[config.mk]
export PLATFORM = sky130hd
export DESIGN_NAME = mrd_factor_gen_flat
export DESIGN_NICKNAME = d
export VERILOG_FILES = /design/src/rtl/mrd_pkg.sv /design/src/rtl/mrd_factor_gen_if.sv /design/src/rtl/mrd_seq_div.sv /design/src/rtl/mrd_factor_gen.sv /design/src/flat_wrapper.sv
export SDC_FILE = /design/constraint.sdc
export NUM_CORES = 1
export LEC_CHECK = 0
export BUFFER_PORTS_ARGS = -buffer_cell sky130_fd_sc_hd__buf_2
export CORE_MARGIN = 4
export CORE_UTILIZATION = 40
export DETAILED_ROUTE_END_ITERATION = 6
export GPL_TIMING_DRIVEN = 1
export MAX_ROUTING_LAYER = met4
export PLACE_DENSITY = 0.67
export SYNTH_ARGS = -nofsm -noshare
export SYNTH_HDL_FRONTEND = slang
export SYNTH_SLANG_ARGS = --single-unit
[constraint.sdc]
create_clock -name clk -period 24 [get_ports clk]
set_input_delay 2.4 -clock clk [delete_from_list [all_inputs] [get_ports clk]]
set_output_delay 2.4 -clock clk [all_outputs]
set_load 0.03 [all_outputs]
[src/rtl/mrd_pkg.sv]
// Shared types and constants for the mixed-radix DFT factor/config generator.
package mrd_pkg;

    typedef enum logic [2:0] {
        ST_IDLE,
        ST_FACT,
        ST_DENOM,
        ST_DIV,
        ST_DONE
    } mrd_state_e;

    localparam logic [2:0] RDX_2 = 3'd2;
    localparam logic [2:0] RDX_3 = 3'd3;
    localparam logic [2:0] RDX_4 = 3'd4;
    localparam logic [2:0] RDX_5 = 3'd5;

    localparam int DEF_PTS_W       = 12;
    localparam int DEF_MAX_STAGES  = 6;
    localparam int DEF_RECIP_SHIFT = 19;
    localparam int DEF_RECIP_W     = 20;

    // stage_of_rdx2 value meaning "no radix-2 stage"
    localparam logic [2:0] RDX2_NONE = 3'd7;

endpackage

[src/rtl/mrd_factor_gen_if.sv]
// Request/config bundle between the stream front end, the factor generator and the stage sequencer.
interface mrd_factor_gen_if
    import mrd_pkg::*;
#(
    parameter int PTS_W      = DEF_PTS_W,
    parameter int MAX_STAGES = DEF_MAX_STAGES,
    parameter int RECIP_W    = DEF_RECIP_W
);
    logic                                 start;
    logic [PTS_W-1:0]                     dftpts;
    logic                                 busy;
    logic                                 done;
    logic                                 err;
    logic                                 cfg_valid;
    logic [2:0]                           num_factors;
    logic [MAX_STAGES-1:0][2:0]           nf;
    logic [MAX_STAGES-1:0][PTS_W-1:0]     dftpts_div_nf;
    logic [MAX_STAGES-1:0][PTS_W-1:0]     twdl_demontr;
    logic [2:0]                           stage_of_rdx2;
    logic [MAX_STAGES-1:0][RECIP_W-1:0]   quotient;
    logic [MAX_STAGES-1:0][PTS_W-1:0]     remainder;

    modport master (
        output start, dftpts,
        input  busy, done, err, cfg_valid, num_factors, nf, dftpts_div_nf,
               twdl_demontr, stage_of_rdx2, quotient, remainder
    );

    modport slave (
        input  start, dftpts,
        output busy, done, err, cfg_valid, num_factors, nf, dftpts_div_nf,
               twdl_demontr, stage_of_rdx2, quotient, remainder
    );

endinterface

[src/rtl/mrd_seq_div.sv]
// Restoring divider of the constant 2^RECIP_SHIFT by a PTS_W divisor, one quotient bit per cycle.
module mrd_seq_div
    import mrd_pkg::*;
#(
    parameter int PTS_W       = DEF_PTS_W,
    parameter int RECIP_SHIFT = DEF_RECIP_SHIFT
) (
    input  logic                   clk,
    input  logic                   rst_n,
    input  logic                   start_i,
    input  logic [PTS_W-1:0]       divisor_i,
    output logic                   done_o,
    output logic [RECIP_SHIFT:0]   quotient_o,
    output logic [PTS_W-1:0]       remainder_o
);
    localparam int QW = RECIP_SHIFT + 1;
    localparam int CW = $clog2(RECIP_SHIFT + 1);

    logic             busy_q, busy_d;
    logic [CW-1:0]    cnt_q, cnt_d;
    logic [PTS_W-1:0] dsr_q, dsr_d;
    logic [PTS_W-1:0] rem_q, rem_d;
    logic [QW-1:0]    quo_q, quo_d;

    logic [PTS_W:0]   rem_sh, rem_nxt;
    logic [QW-1:0]    quo_nxt;
    logic             ge, last;

    // Dividend is a single 1 followed by zeros, so only the first shifted-in bit is set.
    always_comb begin
        rem_sh  = {rem_q, (cnt_q == '0)};
        ge      = (rem_sh >= {1'b0, dsr_q});
        rem_nxt = ge ? (rem_sh - {1'b0, dsr_q}) : rem_sh;
        quo_nxt = {quo_q[QW-2:0], ge};
        last    = busy_q && (cnt_q == CW'(RECIP_SHIFT));
    end

    always_comb begin
        busy_d = busy_q;
        cnt_d  = cnt_q;
        dsr_d  = dsr_q;
        rem_d  = rem_q;
        quo_d  = quo_q;
        if (busy_q) begin
            rem_d = rem_nxt[PTS_W-1:0];
            quo_d = quo_nxt;
            cnt_d = cnt_q + CW'(1);
            if (last) busy_d = 1'b0;
        end else if (start_i) begin
            busy_d = 1'b1;
            cnt_d  = '0;
            dsr_d  = divisor_i;
            rem_d  = '0;
            quo_d  = '0;
        end
    end

    always_ff @(posedge clk or negedge rst_n) begin
        if (!rst_n) begin
            busy_q <= 1'b0;
            cnt_q  <= '0;
            dsr_q  <= '0;
            rem_q  <= '0;
            quo_q  <= '0;
        end else begin
            busy_q <= busy_d;
            cnt_q  <= cnt_d;
            dsr_q  <= dsr_d;
            rem_q  <= rem_d;
            quo_q  <= quo_d;
        end
    end

    // Results are presented during the final iteration so the caller can capture them that edge.
    assign done_o      = last;
    assign quotient_o  = quo_nxt;
    assign remainder_o = rem_nxt[PTS_W-1:0];

endmodule

[src/rtl/mrd_factor_gen.sv]
// Factorises a DFT length into radix-4/2/3/5 stages and builds per-stage N/Nf, twiddle denominators and reciprocals.
module mrd_factor_gen
    import mrd_pkg::*;
#(
    parameter int PTS_W       = DEF_PTS_W,
    parameter int MAX_STAGES  = DEF_MAX_STAGES,
    parameter int RECIP_SHIFT = DEF_RECIP_SHIFT,
    parameter int RECIP_W     = DEF_RECIP_W
) (
    input  logic            clk,
    input  logic            rst_n,
    mrd_factor_gen_if.slave bus
);
    mrd_state_e state_q, state_d;
    logic [PTS_W-1:0] n_q, n_d;
    logic [PTS_W-1:0] r_q, r_d;
    logic [2:0]       k_q, k_d;
    logic [2:0]       j_q, j_d;
    logic [PTS_W-1:0] prod_q, prod_d;
    logic             div_run_q, div_run_d;
    logic             err_q, err_d;
    logic             cfg_valid_q, cfg_valid_d;
    logic [2:0]       num_factors_q, num_factors_d;
    logic [2:0]       rdx2_q, rdx2_d;

    logic [MAX_STAGES-1:0][2:0]         nf_q, nf_d;
    logic [MAX_STAGES-1:0][PTS_W-1:0]   div_nf_q, div_nf_d;
    logic [MAX_STAGES-1:0][PTS_W-1:0]   demontr_q, demontr_d;
    logic [MAX_STAGES-1:0][RECIP_W-1:0] quo_q, quo_d;
    logic [MAX_STAGES-1:0][PTS_W-1:0]   rem_q, rem_d;

    logic [2:0]         radix;
    logic [PTS_W-1:0]   n_div, r_div, prod;
    logic               div_start, div_done;
    logic [RECIP_SHIFT:0] div_quo;
    logic [PTS_W-1:0]   div_rem;

    // 4 is tried before 2 so at most one radix-2 stage can ever appear.
    always_comb begin
        radix = '0;
        if (r_q[1:0] == 2'b00)                radix = RDX_4;
        else if (!r_q[0])                     radix = RDX_2;
        else if (r_q % PTS_W'(3) == '0)       radix = RDX_3;
        else if (r_q % PTS_W'(5) == '0)       radix = RDX_5;
    end

    always_comb begin
        n_div = '0;
        r_div = '0;
        case (radix)
            RDX_4: begin n_div = n_q >> 2;        r_div = r_q >> 2;        end
            RDX_2: begin n_div = n_q >> 1;        r_div = r_q >> 1;        end
            RDX_3: begin n_div = n_q / PTS_W'(3); r_div = r_q / PTS_W'(3); end
            RDX_5: begin n_div = n_q / PTS_W'(5); r_div = r_q / PTS_W'(5); end
            default: ;
        endcase
    end

    always_comb begin
        state_d       = state_q;
        n_d           = n_q;
        r_d           = r_q;
        k_d           = k_q;
        j_d           = j_q;
        prod_d        = prod_q;
        div_run_d     = div_run_q;
        err_d         = err_q;
        cfg_valid_d   = cfg_valid_q;
        num_factors_d = num_factors_q;
        rdx2_d        = rdx2_q;
        nf_d          = nf_q;
        div_nf_d      = div_nf_q;
        demontr_d     = demontr_q;
        quo_d         = quo_q;
        rem_d         = rem_q;
        div_start     = 1'b0;
        prod          = '0;

        case (state_q)
            ST_IDLE: begin
                if (bus.start) begin
                    n_d           = bus.dftpts;
                    r_d           = bus.dftpts;
                    k_d           = '0;
                    j_d           = '0;
                    err_d         = 1'b0;
                    cfg_valid_d   = 1'b0;
                    num_factors_d = '0;
                    rdx2_d        = RDX2_NONE;
                    nf_d          = '0;
                    div_nf_d      = '0;
                    demontr_d     = '0;
                    quo_d         = '0;
                    rem_d         = '0;
                    state_d       = ST_FACT;
                end
            end

            ST_FACT: begin
                if (r_q == PTS_W'(1) && k_q != '0) begin
                    j_d     = k_q - 3'd1;
                    state_d = ST_DENOM;
                end else if (k_q == 3'(MAX_STAGES) || (r_q <= PTS_W'(1) && k_q == '0)
                             || radix == '0) begin
                    err_d   = 1'b1;
                    state_d = ST_DONE;
                end else begin
                    nf_d[k_q]     = radix;
                    div_nf_d[k_q] = n_div;
                    r_d           = r_div;
                    k_d           = k_q + 3'd1;
                    if (radix == RDX_2) rdx2_d = k_q;
                end
            end

            // Suffix product built back to front; the full product equals N so it never overflows.
            ST_DENOM: begin
                if (j_q == k_q - 3'd1) prod = PTS_W'(nf_q[j_q]);
                else                   prod = prod_q * PTS_W'(nf_q[j_q]);
                demontr_d[j_q] = prod;
                prod_d         = prod;
                if (j_q == '0) begin
                    div_run_d = 1'b0;
                    state_d   = ST_DIV;
                end else begin
                    j_d = j_q - 3'd1;
                end
            end

            ST_DIV: begin
                if (!div_run_q) begin
                    div_start = 1'b1;
                    div_run_d = 1'b1;
                end else if (div_done) begin
                    quo_d[j_q] = RECIP_W'(div_quo);
                    rem_d[j_q] = div_rem;
                    div_run_d  = 1'b0;
                    if (j_q == k_q - 3'd1) begin
                        cfg_valid_d   = 1'b1;
                        num_factors_d = k_q;
                        state_d       = ST_DONE;
                    end else begin
                        j_d = j_q + 3'd1;
                    end
                end
            end

            ST_DONE: state_d = ST_IDLE;

            default: state_d = ST_IDLE;
        endcase
    end

    always_ff @(posedge clk or negedge rst_n) begin
        if (!rst_n) begin
            state_q       <= ST_IDLE;
            n_q           <= '0;
            r_q           <= '0;
            k_q           <= '0;
            j_q           <= '0;
            prod_q        <= '0;
            div_run_q     <= 1'b0;
            err_q         <= 1'b0;
            cfg_valid_q   <= 1'b0;
            num_factors_q <= '0;
            rdx2_q        <= RDX2_NONE;
            nf_q          <= '0;
            div_nf_q      <= '0;
            demontr_q     <= '0;
            quo_q         <= '0;
            rem_q         <= '0;
        end else begin
            state_q       <= state_d;
            n_q           <= n_d;
            r_q           <= r_d;
            k_q           <= k_d;
            j_q           <= j_d;
            prod_q        <= prod_d;
            div_run_q     <= div_run_d;
            err_q         <= err_d;
            cfg_valid_q   <= cfg_valid_d;
            num_factors_q <= num_factors_d;
            rdx2_q        <= rdx2_d;
            nf_q          <= nf_d;
            div_nf_q      <= div_nf_d;
            demontr_q     <= demontr_d;
            quo_q         <= quo_d;
            rem_q         <= rem_d;
        end
    end

    mrd_seq_div #(
        .PTS_W       (PTS_W),
        .RECIP_SHIFT (RECIP_SHIFT)
    ) u_div (
        .clk         (clk),
        .rst_n       (rst_n),
        .start_i     (div_start),
        .divisor_i   (demontr_q[j_q]),
        .done_o      (div_done),
        .quotient_o  (div_quo),
        .remainder_o (div_rem)
    );

    assign bus.busy          = (state_q != ST_IDLE);
    assign bus.done          = (state_q == ST_DONE);
    assign bus.err           = err_q;
    assign bus.cfg_valid     = cfg_valid_q;
    assign bus.num_factors   = num_factors_q;
    assign bus.nf            = nf_q;
    assign bus.dftpts_div_nf = div_nf_q;
    assign bus.twdl_demontr  = demontr_q;
    assign bus.stage_of_rdx2 = rdx2_q;
    assign bus.quotient      = quo_q;
    assign bus.remainder     = rem_q;

endmodule

[src/flat_wrapper.sv]
// flat-port wrapper written by rule: the top's interface ports become plain ports
module mrd_factor_gen_flat import mrd_pkg::*;
#(
    parameter int PTS_W       = DEF_PTS_W,
    parameter int MAX_STAGES  = DEF_MAX_STAGES,
    parameter int RECIP_SHIFT = DEF_RECIP_SHIFT,
    parameter int RECIP_W     = DEF_RECIP_W
)
  (clk, rst_n, bus_start, bus_dftpts, bus_busy, bus_done, bus_err, bus_cfg_valid, bus_num_factors, bus_nf, bus_dftpts_div_nf, bus_twdl_demontr, bus_stage_of_rdx2, bus_quotient, bus_remainder);
  mrd_factor_gen_if #(.PTS_W(PTS_W), .MAX_STAGES(MAX_STAGES), .RECIP_W(RECIP_W)) bus_i ();
  input  logic clk;
  input  logic rst_n;
  input wire logic [$bits(bus_i.start)-1:0] bus_start;
  input wire logic [$bits(bus_i.dftpts)-1:0] bus_dftpts;
  output wire logic [$bits(bus_i.busy)-1:0] bus_busy;
  output wire logic [$bits(bus_i.done)-1:0] bus_done;
  output wire logic [$bits(bus_i.err)-1:0] bus_err;
  output wire logic [$bits(bus_i.cfg_valid)-1:0] bus_cfg_valid;
  output wire logic [$bits(bus_i.num_factors)-1:0] bus_num_factors;
  output wire logic [$bits(bus_i.nf)-1:0] bus_nf;
  output wire logic [$bits(bus_i.dftpts_div_nf)-1:0] bus_dftpts_div_nf;
  output wire logic [$bits(bus_i.twdl_demontr)-1:0] bus_twdl_demontr;
  output wire logic [$bits(bus_i.stage_of_rdx2)-1:0] bus_stage_of_rdx2;
  output wire logic [$bits(bus_i.quotient)-1:0] bus_quotient;
  output wire logic [$bits(bus_i.remainder)-1:0] bus_remainder;
  assign bus_i.start = bus_start;
  assign bus_i.dftpts = bus_dftpts;
  assign bus_busy = bus_i.busy;
  assign bus_done = bus_i.done;
  assign bus_err = bus_i.err;
  assign bus_cfg_valid = bus_i.cfg_valid;
  assign bus_num_factors = bus_i.num_factors;
  assign bus_nf = bus_i.nf;
  assign bus_dftpts_div_nf = bus_i.dftpts_div_nf;
  assign bus_twdl_demontr = bus_i.twdl_demontr;
  assign bus_stage_of_rdx2 = bus_i.stage_of_rdx2;
  assign bus_quotient = bus_i.quotient;
  assign bus_remainder = bus_i.remainder;
  mrd_factor_gen #(.PTS_W(PTS_W), .MAX_STAGES(MAX_STAGES), .RECIP_SHIFT(RECIP_SHIFT), .RECIP_W(RECIP_W)) u_core (.clk(clk), .rst_n(rst_n), .bus(bus_i));
endmodule
==> flow_metrics.tcl <==
set metrics [dict create \
    cts_made_buffers 46 \
    dr_total_vias 23737 \
    slowest_stage "dfrtp_4" \
    cts_tree "done" \
    setup_viol 0 \
    maxCapViolCount 0 \
    r2r-end "u_core.bus.dftpts_div_nf[36]" \
    synth_edf_count 0 \
    ys_types 127 \
    critical_path.startpoint_type "flop" \
    synth_seq_cells 457 \
    via_per_inst 5.81 \
    core_mm2 0.0649 \
    dp_hpwl_um 62900 \
    cp.arrival_ns 22.85 \
    end_kind "flop" \
    hold_depth 2 \
    ant_nets 0 \
    wire_per_inst_um 21.3 \
    portBuffers 378 \
    antenna_found_initial 0 \
    hold_class "reg -> reg" \
    rsz0062_at_grt "false" \
    die_w_um 265 \
    min_to "u_core.prod_q[11]" \
    fin_nets 3301 \
    first_iter_violations 2721 \
    worst-r2r-cell-count 92 \
    hold_viol 0 \
    finalCriticalPeriod_ns 22.39 \
    clk_latency_ns 0.61 \
    min_from "u_core.prod_q[11]" \
    track_usage 0.244 \
    io_pins 379 \
    ys_seq_area_frac 0.433 \
    syn_area_per_cell_um2 9.00 \
    status "finished clean" \
    cp_num_buf_inv 6 \
    required_ns 24.46 \
    synth_area_mm2 0.0264 \
    final_common_cell "nand2_1" \
    syn_to_final_growth_pct 15.5 \
    clk_path_buf_depth 3 \
    path_clk_slew_ns 0.07 \
    cpPeakStageDelay_ns 0.62 \
    first_global_vias 21832 \
    fin_crit_sh 0.933 \
    async_reset_ff_frac 1.00 \
    finClkSkew_ns 0.0286 \
    routabilityCongestion 0.934 \
    cp_top_family "compound AO/OA/AOI/OAI gates" \
    fmax_ghz 0.0447 \
    layout_common_cells "nand2_1, dfrtp_1, buf_2" \
    grt_overflow 0 \
    cts-root-buf "clkbuf_16" \
    r2r_start "u_core.r_q[11]" \
    worst_slew_pin_slew_ns 1.24 \
    synthesis.nets 3038 \
    yosysWarnings 0 \
    setup-tns-final_ns 0 \
    drc 0 \
    grt_pass1_wl_um 134000 \
    cts.htree.levels 2 \
    die_area_mm2 0.0702 \
    drv_slew 0 \
    cts_sinks 457 \
    worst-path-max-fanout 27 \
    maxSlewHeadroom 0.174 \
    crit_cells 92 \
    drive_gt1_frac 0.193 \
    yosys_most_used_dff "dfrtp_1" \
    netlist_instances 2932 \
    fp.dieH_um 265 \
    r2r_slack_ns 1.61 \
    dr.pass1.iters 5 \
    rows 93 \
    grt_max_degree 176 \
    drt_wl_total_um 86900 \
    start_util 0.407 \
    path_class "reg -> reg" \
    diodes 0 \
    cp_common_cell "ha_1" \
]
## cells in the mapped netlist (25+ instances only)
cell	instances	area share
and3_1	25	0.0059
xnor2_1	69	0.023
a21o_1	37	0.011
nor2_1	157	0.022
nand3_1	211	0.040
xor2_1	29	0.0096
ha_1	77	0.036
a21oi_1	125	0.024
dfrtp_1	454	0.43
and2_1	25	0.0059
inv_1	72	0.010
nand2_1	450	0.064
nor3_1	43	0.0082
a22o_1	96	0.032
clkbuf_1	154	0.022
buf_4	25	0.0071
mux2i_1	39	0.015
o21ai_0	330	0.063
## registers in the layout (all words and copies together), names as in the netlist, 3 cells and up
| name | count |
|---|---|
| u_core.u_div.dsr_q | 12 |
| u_core.bus.num_factors | 3 |
| u_core.k_q | 3 |
| u_core.j_q | 3 |
| u_core.u_div.rem_q | 12 |
| u_core.u_div.cnt_q | 5 |
| u_core.u_div.quo_q | 19 |
| u_core.bus.quotient | 120 |
| u_core.state_q | 3 |
| u_core.prod_q | 12 |
| u_core.r_q | 12 |
| u_core.bus.twdl_demontr | 72 |
| u_core.bus.dftpts_div_nf | 72 |
| u_core.bus.stage_of_rdx2 | 3 |
| u_core.n_q | 12 |
| u_core.bus.remainder | 72 |
| u_core.bus.nf | 18 |
## cells by family (layout without fill, tap and decap cells)
logic type / count (synthesis) / in the layout / share of synthesized area
and+or+nand+nor: 1045 / 1045 / 0.186
AOI/OAI and AO/OA: 879 / 879 / 0.224
DFF: 457 / 457 / 0.433
buffers and inverters: 295 / 591 / 0.0495
xor gates and xnor gates: 99 / 99 / 0.0331
adders and majority gates: 91 / 91 / 0.0471
muxes: 66 / 66 / 0.0275
## repair_timing
action | 4_1_cts | 5_1_grt
resized for setup | 0 | 32
setup buffers | 0 | 5
endpoints found under the setup margin | 0 | 13
hold buffers | 0 | 0
## tightest hold or removal path, stage by stage (launching register included)
cell and delay (ns):
dfrtp_1 0.34, nand2_1 0.05, o21ai_0 0.06
## final cells by class
class | instances | area (µm²)
clock buffers | 62 | 1270
clock inverters | 19 | 248
fillers | 6284 | 34500
inverters | 82 | 315
multi-input cells | 2180 | 13800
flip-flops and latches | 457 | 11500
well taps | 855 | 1070
repair buffers | 428 | 2300
## worst max path at each step
stage	start	end	slack, ns
finish	u_core.r_q[11]	u_core.bus.dftpts_div_nf[36]	1.61
global route	u_core.r_q[7]	u_core.bus.dftpts_div_nf[24]	0.03
CTS	u_core.r_q[8]	u_core.bus.dftpts_div_nf[36]	0.27
detailed placement	u_core.r_q[11]	u_core.bus.dftpts_div_nf[36]	0.33
global placement	u_core.r_q[11]	u_core.bus.dftpts_div_nf[36]	0.95
floorplan	u_core.r_q[7]	u_core.bus.dftpts_div_nf[0]	3.50
## stage by stage
step	instance area [µm²]	worst slack, ns	utilization	hold slack [ns]	instances
floorplan	26400	3.50	-	0.450	2932
global placement	28800	0.952	0.444	0.459	3997
detailed placement	28800	0.325	0.444	0.471	3997
CTS	30300	0.274	0.467	0.484	4078
global route	30500	0.0310	0.469	0.514	4083
finish	30500	1.61	0.469	0.483	4083
## routing by layer
layer	part of all wire	vias up	track usage	routed length [µm]
li1	-	11103	-	-
met1	0.44	11652	0.336	38000
met4	0.028	0	0.0684	2470
met3	0.081	116	0.0475	7010
met2	0.45	866	0.368	39400
met5	0	-	-	0
Power is left out: the tool's default activity adds up to more than one toggle a clock period on the data nets, which glitch-free logic cannot reach.
